$ cat src/rtl/io_port_controller_pkg.sv
// Shared widths, parameter defaults and interrupt FSM encoding for the IO port controller.
package io_port_controller_pkg;
  localparam int DATA_W             = 16;
  localparam int DEF_OUT_DEPTH      = 4;
  localparam int DEF_HOLDOFF_CYCLES = 4;

  typedef logic [DATA_W-1:0] word_t;

  typedef enum logic [1:0] {
    IRQ_IDLE    = 2'd0,
    IRQ_PULSE   = 2'd1,
    IRQ_HOLDOFF = 2'd2
  } irq_state_t;

  function automatic int clog2_min1(input int n);
    return (n > 1) ? $clog2(n) : 1;
  endfunction
endpackage

$ cat src/rtl/io_port_controller_if.sv
// Processor / external-side signal bundle; slave is the controller's view.
interface io_port_controller_if;
  import io_port_controller_pkg::*;

  word_t outPortData;
  logic  outSignalEn;
  logic  inPortRead;
  word_t inPortData;
  logic  interruptSignal;
  word_t extOutData;
  logic  extOutValid;
  logic  extOutReady;
  word_t extInData;
  logic  extInValid;
  logic  extInReady;
  logic  overflow;

  modport master (
    output outPortData, outSignalEn, inPortRead, extOutReady, extInData, extInValid,
    input  inPortData, interruptSignal, extOutData, extOutValid, extInReady, overflow
  );

  modport slave (
    input  outPortData, outSignalEn, inPortRead, extOutReady, extInData, extInValid,
    output inPortData, interruptSignal, extOutData, extOutValid, extInReady, overflow
  );
endinterface

$ cat src/rtl/io_out_fifo.sv
// OUT-word FIFO: head presented combinationally, words pushed while full without a pop are dropped.
module io_out_fifo
  import io_port_controller_pkg::*;
#(
  parameter int DEPTH = DEF_OUT_DEPTH
) (
  input  logic  clk,
  input  logic  reset,
  input  logic  push,
  input  word_t push_data,
  input  logic  pop_ready,
  output word_t head,
  output logic  head_valid,
  output logic  overflow
);
  localparam int AW = clog2_min1(DEPTH);
  localparam int CW = $clog2(DEPTH + 1);
  localparam logic [AW-1:0] LAST = AW'(DEPTH - 1);
  localparam logic [CW-1:0] FULL = CW'(DEPTH);

  word_t         mem [DEPTH];
  logic [AW-1:0] rd_ptr, wr_ptr;
  logic [CW-1:0] count;
  logic          full, pop, wr;

  assign head_valid = (count != '0);
  assign head       = mem[rd_ptr];
  assign full       = (count == FULL);
  assign pop        = head_valid && pop_ready;
  // A pop on the same edge frees the slot, so a full FIFO still accepts the push.
  assign wr         = push && (!full || pop);

  always_ff @(posedge clk) begin
    if (wr) mem[wr_ptr] <= push_data;
  end

  always_ff @(posedge clk or negedge reset) begin
    if (!reset) begin
      rd_ptr   <= '0;
      wr_ptr   <= '0;
      count    <= '0;
      overflow <= 1'b0;
    end else begin
      if (wr)  wr_ptr <= (wr_ptr == LAST) ? '0 : wr_ptr + AW'(1);
      if (pop) rd_ptr <= (rd_ptr == LAST) ? '0 : rd_ptr + AW'(1);
      if (wr && !pop)      count <= count + CW'(1);
      else if (pop && !wr) count <= count - CW'(1);
      if (push && !wr) overflow <= 1'b1;
    end
  end
endmodule

$ cat src/rtl/io_port_controller.sv
// IO port controller: OUT FIFO, single-word IN hold register and rate-limited input interrupt.
module io_port_controller
  import io_port_controller_pkg::*;
#(
  parameter int OUT_DEPTH      = DEF_OUT_DEPTH,
  parameter int HOLDOFF_CYCLES = DEF_HOLDOFF_CYCLES
) (
  input logic                 clk,
  input logic                 reset,
  io_port_controller_if.slave bus
);
  localparam int HW = clog2_min1(HOLDOFF_CYCLES);
  localparam logic [HW-1:0] HOLD_LAST = HW'(HOLDOFF_CYCLES - 1);

  io_out_fifo #(.DEPTH(OUT_DEPTH)) u_fifo (
    .clk        (clk),
    .reset      (reset),
    .push       (bus.outSignalEn),
    .push_data  (bus.outPortData),
    .pop_ready  (bus.extOutReady),
    .head       (bus.extOutData),
    .head_valid (bus.extOutValid),
    .overflow   (bus.overflow)
  );

  word_t in_hold;
  logic  in_hold_valid, capture;

  assign capture        = bus.extInValid && !in_hold_valid;
  assign bus.extInReady = !in_hold_valid;
  assign bus.inPortData = in_hold;

  always_ff @(posedge clk or negedge reset) begin
    if (!reset) begin
      in_hold       <= '0;
      in_hold_valid <= 1'b0;
    end else if (capture) begin
      in_hold       <= bus.extInData;
      in_hold_valid <= 1'b1;
    end else if (bus.inPortRead) begin
      in_hold_valid <= 1'b0;
    end
  end

  irq_state_t    state, state_n;
  logic          pending, pending_n, irq;
  logic [HW-1:0] hcnt, hcnt_n;

  always_ff @(posedge clk or negedge reset) begin
    if (!reset) begin
      state   <= IRQ_IDLE;
      pending <= 1'b0;
      hcnt    <= '0;
      irq     <= 1'b0;
    end else begin
      state   <= state_n;
      pending <= pending_n;
      hcnt    <= hcnt_n;
      irq     <= (state_n == IRQ_PULSE);
    end
  end

  always_comb begin
    state_n   = state;
    pending_n = pending;
    hcnt_n    = hcnt;
    case (state)
      IRQ_IDLE: if (capture) state_n = IRQ_PULSE;
      IRQ_PULSE: begin
        state_n = IRQ_HOLDOFF;
        hcnt_n  = '0;
        if (capture) pending_n = 1'b1;
      end
      IRQ_HOLDOFF: begin
        if (hcnt == HOLD_LAST) begin
          // A capture on the exit edge is not lost: it either drives this pulse or stays queued.
          if (pending || capture) begin
            state_n   = IRQ_PULSE;
            pending_n = pending && capture;
          end else begin
            state_n = IRQ_IDLE;
          end
        end else begin
          hcnt_n = hcnt + HW'(1);
          if (capture) pending_n = 1'b1;
        end
      end
      default: state_n = IRQ_IDLE;
    endcase
  end

  assign bus.interruptSignal = irq;
endmodule

$ cat src/flat_wrapper.sv
// flat-port wrapper written by rule: the top's interface ports become plain ports
module io_port_controller_flat import io_port_controller_pkg::*;
#(
  parameter int OUT_DEPTH      = DEF_OUT_DEPTH,
  parameter int HOLDOFF_CYCLES = DEF_HOLDOFF_CYCLES
)
  (clk, reset, bus_outPortData, bus_outSignalEn, bus_inPortRead, bus_extOutReady, bus_extInData, bus_extInValid, bus_inPortData, bus_interruptSignal, bus_extOutData, bus_extOutValid, bus_extInReady, bus_overflow);
  io_port_controller_if bus_i ();
  input logic clk;
  input logic reset;
  input wire logic [$bits(bus_i.outPortData)-1:0] bus_outPortData;
  input wire logic [$bits(bus_i.outSignalEn)-1:0] bus_outSignalEn;
  input wire logic [$bits(bus_i.inPortRead)-1:0] bus_inPortRead;
  input wire logic [$bits(bus_i.extOutReady)-1:0] bus_extOutReady;
  input wire logic [$bits(bus_i.extInData)-1:0] bus_extInData;
  input wire logic [$bits(bus_i.extInValid)-1:0] bus_extInValid;
  output wire logic [$bits(bus_i.inPortData)-1:0] bus_inPortData;
  output wire logic [$bits(bus_i.interruptSignal)-1:0] bus_interruptSignal;
  output wire logic [$bits(bus_i.extOutData)-1:0] bus_extOutData;
  output wire logic [$bits(bus_i.extOutValid)-1:0] bus_extOutValid;
  output wire logic [$bits(bus_i.extInReady)-1:0] bus_extInReady;
  output wire logic [$bits(bus_i.overflow)-1:0] bus_overflow;
  assign bus_i.outPortData = bus_outPortData;
  assign bus_i.outSignalEn = bus_outSignalEn;
  assign bus_i.inPortRead = bus_inPortRead;
  assign bus_i.extOutReady = bus_extOutReady;
  assign bus_i.extInData = bus_extInData;
  assign bus_i.extInValid = bus_extInValid;
  assign bus_inPortData = bus_i.inPortData;
  assign bus_interruptSignal = bus_i.interruptSignal;
  assign bus_extOutData = bus_i.extOutData;
  assign bus_extOutValid = bus_i.extOutValid;
  assign bus_extInReady = bus_i.extInReady;
  assign bus_overflow = bus_i.overflow;
  io_port_controller #(.OUT_DEPTH(OUT_DEPTH), .HOLDOFF_CYCLES(HOLDOFF_CYCLES)) u_core (.clk(clk), .reset(reset), .bus(bus_i));
endmodule
$ cat config.mk
export PLATFORM = sky130hd
export DESIGN_NAME = io_port_controller_flat
export DESIGN_NICKNAME = d
export VERILOG_FILES = /design/src/rtl/io_port_controller_pkg.sv /design/src/rtl/io_port_controller_if.sv /design/src/rtl/io_out_fifo.sv /design/src/rtl/io_port_controller.sv /design/src/flat_wrapper.sv
export SDC_FILE = /design/constraint.sdc
export NUM_CORES = 1
export LEC_CHECK = 0
export ABC_CLOCK_PERIOD_IN_PS = 3950
export CORE_MARGIN = 10
export CORE_UTILIZATION = 45
export DETAILED_ROUTE_END_ITERATION = 16
export PLACE_DENSITY = 0.7
export SYNTH_ARGS = -nofsm -noshare
export SYNTH_HDL_FRONTEND = slang
export SYNTH_SLANG_ARGS = --single-unit
$ cat constraint.sdc
create_clock -name clk -period 3.95 [get_ports clk]
set_input_delay 0.395 -clock clk [delete_from_list [all_inputs] [get_ports clk]]
set_output_delay 0.395 -clock clk [all_outputs]
set_load 0.03 [all_outputs]
---- Word-level counts from Yosys, hierarchy flattened ----
Memory sizes are Yosys's and may differ from the RTL's.
Index checks and enable logic that the tools add are counted.
cells by class
  add/subtract/negate cells ............... 5
  $mul .................................... 0
  divide/modulo/power cells ............... 0
  order comparisons ....................... 0
  eq/ne operators ......................... 9
  shift-type cells ........................ 0
  mux-type cells .......................... 18
  bitwise operators ....................... 0
  reduce and logical (&&, ||, !) cells .... 20
operators with widths
  kind                                                                 number
  2-bit two-way mux                                                    5
  2-bit == test (second input constant)                                4
  1-bit two-way mux                                                    8
  1-bit logical AND                                                    7
  2-bit by 1-bit adder with 2-bit output (second input constant)       3
  3-bit two-way mux                                                    2
  2-bit case mux with 3 select lines                                   1
  2-bit nonzero test                                                   3
  2-bit by 1-bit == test with 1-bit output (second input constant)     2
  1-bit zero test                                                      4
  2-bit case mux with 2 select lines                                   1
  2-bit AND reduction                                                  2
  3-bit by 1-bit adder with 3-bit output (second input constant)       1
  3-bit == test (second input constant)                                1
  3-bit inequality test (second input constant)                        1
  3-bit nonzero test                                                   1
  3-bit by 1-bit subtractor with 3-bit output (second input constant)  1
  2-bit zero test                                                      1
  1-bit logical OR                                                     2
  2-bit inequality test (second input constant)                        1
  1-bit case mux with 2 select lines                                   1
word-level totals
  register bits ........................... 31
  latch bits .............................. 0
  memory bits (writable) .................. 64
  ROM bits ................................ 0
  output and inout bits ................... 36
  logic and storage cells ................. 63
  memories ................................ 1
memories
  memory             depth  width  rd ports  clocked after Yosys merged registers in  wr ports  line               source
  u_core.u_fifo.mem  4      16     1         0                                        1         io_out_fifo.sv:21  word_t mem [DEPTH];

---- Longest topological paths before layout ----
  depth in word-level cells ............... 8
  gate-level depth with buffers ........... 9
  gate-level depth less buffers ........... 8

---- Cells and area by module ----
From an unflattened synthesis, not the netlist that was laid out.
second synthesis, totals
  cell total of the unflattened synthesis .. 188
  area, all modules ....................... 3739.8 um2
by module, submodules not included
  module              instances  cells an instance  area an instance (um2)  seq. area each (um2)
  io_out_fifo         1          123                2829.0                  2122.0
  io_port_controller  1          65                 910.9                   575.6

---- Worst setup path after synthesis ----
No wires, ideal clock.
  path kind ............................... flip-flop to flip-flop
  start point ............................. register u_core.u_fifo.count[0]
  end point ............................... register u_core.u_fifo.count[2]
  library setup time ...................... 79 ps
  data arrival time ....................... 2107 ps
  required time ........................... 3871 ps
  slack ................................... 1763 ps
  cell stages (with the launch flop) ...... 9
  clock period less this slack ............ 2187 ps
  cells stage by stage .................... dfrtp_1 > or3_1 > nand2_1 > ha_1 > inv_1 > fa_1 > xor2_1 > nor2_1 > xor2_1
between the ends
  word-level cells in the longest chain between the ends .. 7
  elaborated cells between the ends (all ways) .. 15
  classes of those cells .................. add/sub (2); eq/ne (1); mux (2); reduce/logical (10)
RTL lines
  element                       line                source
  from (decl)                   io_out_fifo.sv:23   logic [CW-1:0] count;
  from (signal assigned)        io_out_fifo.sv:46   if (wr && !pop) count <= count + CW'(1);
  from (signal assigned)        io_out_fifo.sv:47   else if (pop && !wr) count <= count - CW'(1);
  3-bit nonzero test (*)        io_out_fifo.sv:26   assign head_valid = (count != '0);
  net bus_extOutValid           flat_wrapper.sv:20  output wire logic [$bits(bus_i.extOutValid)-1:0] bus_extOutValid;
  1-bit logical AND (*)         io_out_fifo.sv:29   assign pop = head_valid && pop_ready;
  1-bit logical OR              io_out_fifo.sv:31   assign wr = push && (!full || pop);
  1-bit logical AND             io_out_fifo.sv:31
  1-bit zero test               io_out_fifo.sv:47
  1-bit logical AND             io_out_fifo.sv:47
  2-bit nonzero test (no line)  --
Mark *: on every way through the listed nets, which the timed path passes. The rest lies on a longest branch. The select of a mux whose other input is x is not followed.
A chain may end at the register's enable or synchronous reset.

---- Final worst setup path ----
  start point ............................. register u_core.u_fifo.rd_ptr[0]
  end point ............................... output port bus_extOutData[6]
between the ends
  word-level cells in the longest chain between the ends .. 1
RTL lines
  element                 line                source
  from (decl)             io_out_fifo.sv:22   logic [AW-1:0] rd_ptr, wr_ptr;
  from (signal assigned)  io_out_fifo.sv:45   if (pop) rd_ptr <= (rd_ptr == LAST) ? '0 : rd_ptr + AW'(1);
  memory 4 x 16 bit       --
  to (decl)               flat_wrapper.sv:19  output wire logic [$bits(bus_i.extOutData)-1:0] bus_extOutData;
Every way passes these cells.

==> metrics.cfg <==
[sta]
grt_setup_unrepaired = no
hold_violations = 0
fin_skew_ns = 0.0115
slew_headroom_pct = 41.2
layout_setup_ws_ns = 1.03
drv_slew = 0
setup_violations = 0
fin_crit_ns = 2.92
fin_tns_setup_ns = 0
min_period_over_period_pct = 74.0
max_freq_mhz = 342
worst_pin_slew_ns = 0.882

[global_route]
grt_first_pass_wirelength_um = 11500
gr-total-overflow = 0
grt_max_degree = 32
antenna_found_initial = 0
grtUsageTotal_pct = 11.4
grt_pass1_vias = 2185

[clock_network]
post_cts_buffers = 0
htreeDepth = 3
clkTransAtPathRegs_ns = 0.10
cts.sinks = 95
cts_resized = 0
insertion_delay_ns = 0.36
clockRootBuffer = clkbuf_8
numCtsBuffers = 9
postCtsHoldBufs = 0
tritoncts = done
clock_path_buffers = 2

[die]
row_count = 33
die_w_um = 111
die_h_um = 111
pin_count = 74
start_util_pct = 46.0
core-area_mm2 = 0.00818
fp.dieArea_mm2 = 0.0124

[cells_and_area]
final_cell_mix = clkdlybuf4s50_1, edfxtp_1, dfrtp_1
drive_above_1_share_pct = 19.5
stdcell_count = 387
nets = 327
final_util_pct = 58.4
mostFrequentLayoutCell = clkdlybuf4s50_1
area_delta_synth_final_pct = 27.0
antennaDiodeCount = 0

[routing]
wl_per_cell_um = 18.0
drc = 0
vias = 1973
routed_wl_um = 6950
drtIter0Drc = 49
drt_first_pass_iters = 4
post_drt_via_cell_ratio = 5.10
antenna_left = 0

[synth]
ys_warn_count = 0
synth_cells = 198
netlist_area_mm2 = 0.00376
ys_seq_elements = 95
ys_seq_area_share_pct = 71.8
synth_top_area_share_pct = 51.1
ys_types = 29
synth_edf_count = 64
syn_area_per_cell_um2 = 19.0
synth_nets = 248
synth.largest_area_cell = edfxtp_1
ys.flop_type = edfxtp_1
async_flop_share_pct = 32.6
synthTopCellsByArea = edfxtp_1, dfrtp_1, mux4_2

[placed_design]
post-place-ws_ns = 1.33
port_buffers = 73
gp_congestion = 0.710
dp_cells = 371
place.detailed.hpwl_um = 4770

[setup_path]
endpoint_kind = output port
worstPathRequired_ns = 3.56
crit_fanout = 11
cp.arrival_ns = 2.53
criticalPathCategory = flip-flop to output port
start_kind = flip-flop

[hold_path]
hold_class = input pin to asynchronous set/reset pin

[flow_run]
drv_cap = 0

[outcome]
status = completed

[power_and_ir_drop]
vdd_drop_max_v = 0.000271
p_leak_nw = 1.75
p_per_area_mw_per_mm2 = 711

-- through the flow --
stage / hold WS (ns) / cell area, um^2 / power (W)
after floorplan: 0.0994 / 3760 / 0.00234
after global placement: 0.442 / 4590 / 0.00281
after detailed placement: 0.448 / 4590 / 0.00285
after CTS: 0.416 / 4770 / 0.00345
after global routing: 0.439 / 4770 / 0.00359
final: 0.415 / 4770 / 0.00339
-- registers in the layout (all words and copies together) (netlist names) --
signal / flops
u_core.u_fifo.overflow: 1
u_core.state: 2
u_core.u_fifo.count: 3
u_core.bus.inPortData: 16
u_core.u_fifo.mem: 64
u_core.u_fifo.rd_ptr: 2
u_core.in_hold_valid: 1
u_core.hcnt: 2
u_core.pending: 1
u_core.u_fifo.wr_ptr: 2
u_core.bus.interruptSignal: 1
-- where the power goes --
part | leakage, nW | internal, W | total, W | switching [W]
logic | 0.706 | 0.000634 | 0.00133 | 0.000694
registers | 0.953 | 0.00131 | 0.00147 | 0.000157
clock network | 0.0888 | 0.000241 | 0.000599 | 0.000358
-- routing by layer --
layer	routed length [um]	vias to the layer above	GRT usage, %
met5	0	-	0
met4	65	0	3.60
met3	614	9	5.58
met2	3150	62	17.1
met1	3120	994	14.2
li1	-	908	-
-- area by class of cell --
cell class              count  area, um^2
clock buffers               9         124
flip-flops and latches     95        2700
inverters                   9        33.8
repair buffers             76         753
multi-input cells          86         971
clock inverters             7        61.3
fillers                   626        3400
well taps                 105         131
-- cells in the mapped netlist, types with 2 or more instances --
cell type / count
nor2_1: 5
inv_1: 9
buf_6: 2
o21ai_0: 5
buf_2: 5
xor2_1: 3
mux2_2: 18
a21oi_1: 2
edfxtp_1: 64
mux4_2: 16
ha_1: 11
dfrtp_1: 31
and2_1: 5
nand2_1: 5
a21o_1: 2
nor2b_1: 2
-- worst max-delay path, stage by stage (launching register included) --
cell             delay (ns)
dfrtp_1                0.69
buf_4                  0.33
mux4_2                 0.53
clkdlybuf4s50_1        0.62
-- final timing paths --
path | start | end | slack [ns] | cells past startpoint
setup / recovery | u_core.u_fifo.rd_ptr[0] | bus_extOutData[6] | 1.03 | 3
hold / removal | reset | u_core.bus.inPortData[10] | 0.41 | 2
setup reg to reg | u_core.u_fifo.count[0] | u_core.u_fifo.count[2] | 1.76 | 8
hold reg to reg | u_core.u_fifo.overflow | u_core.u_fifo.overflow | 0.47 | 1
max in group asynchronous | reset | u_core.hcnt[0] | 3.24 | 2
min in group clk | u_core.u_fifo.overflow | u_core.u_fifo.overflow | 0.47 | 1
-- cell families after synthesis --
group | Yosys count | share of synthesized area [%]
AOI/OAI and AO/OA | 14 | 2.36
DFF | 95 | 71.8
buffers and inverters | 17 | 2.36
xor gates and xnor gates | 4 | 0.933
muxes | 36 | 15.7
and+or+nand+nor | 20 | 2.70
adders and majority gates | 12 | 4.20
(Power assumes the default switching activity.)
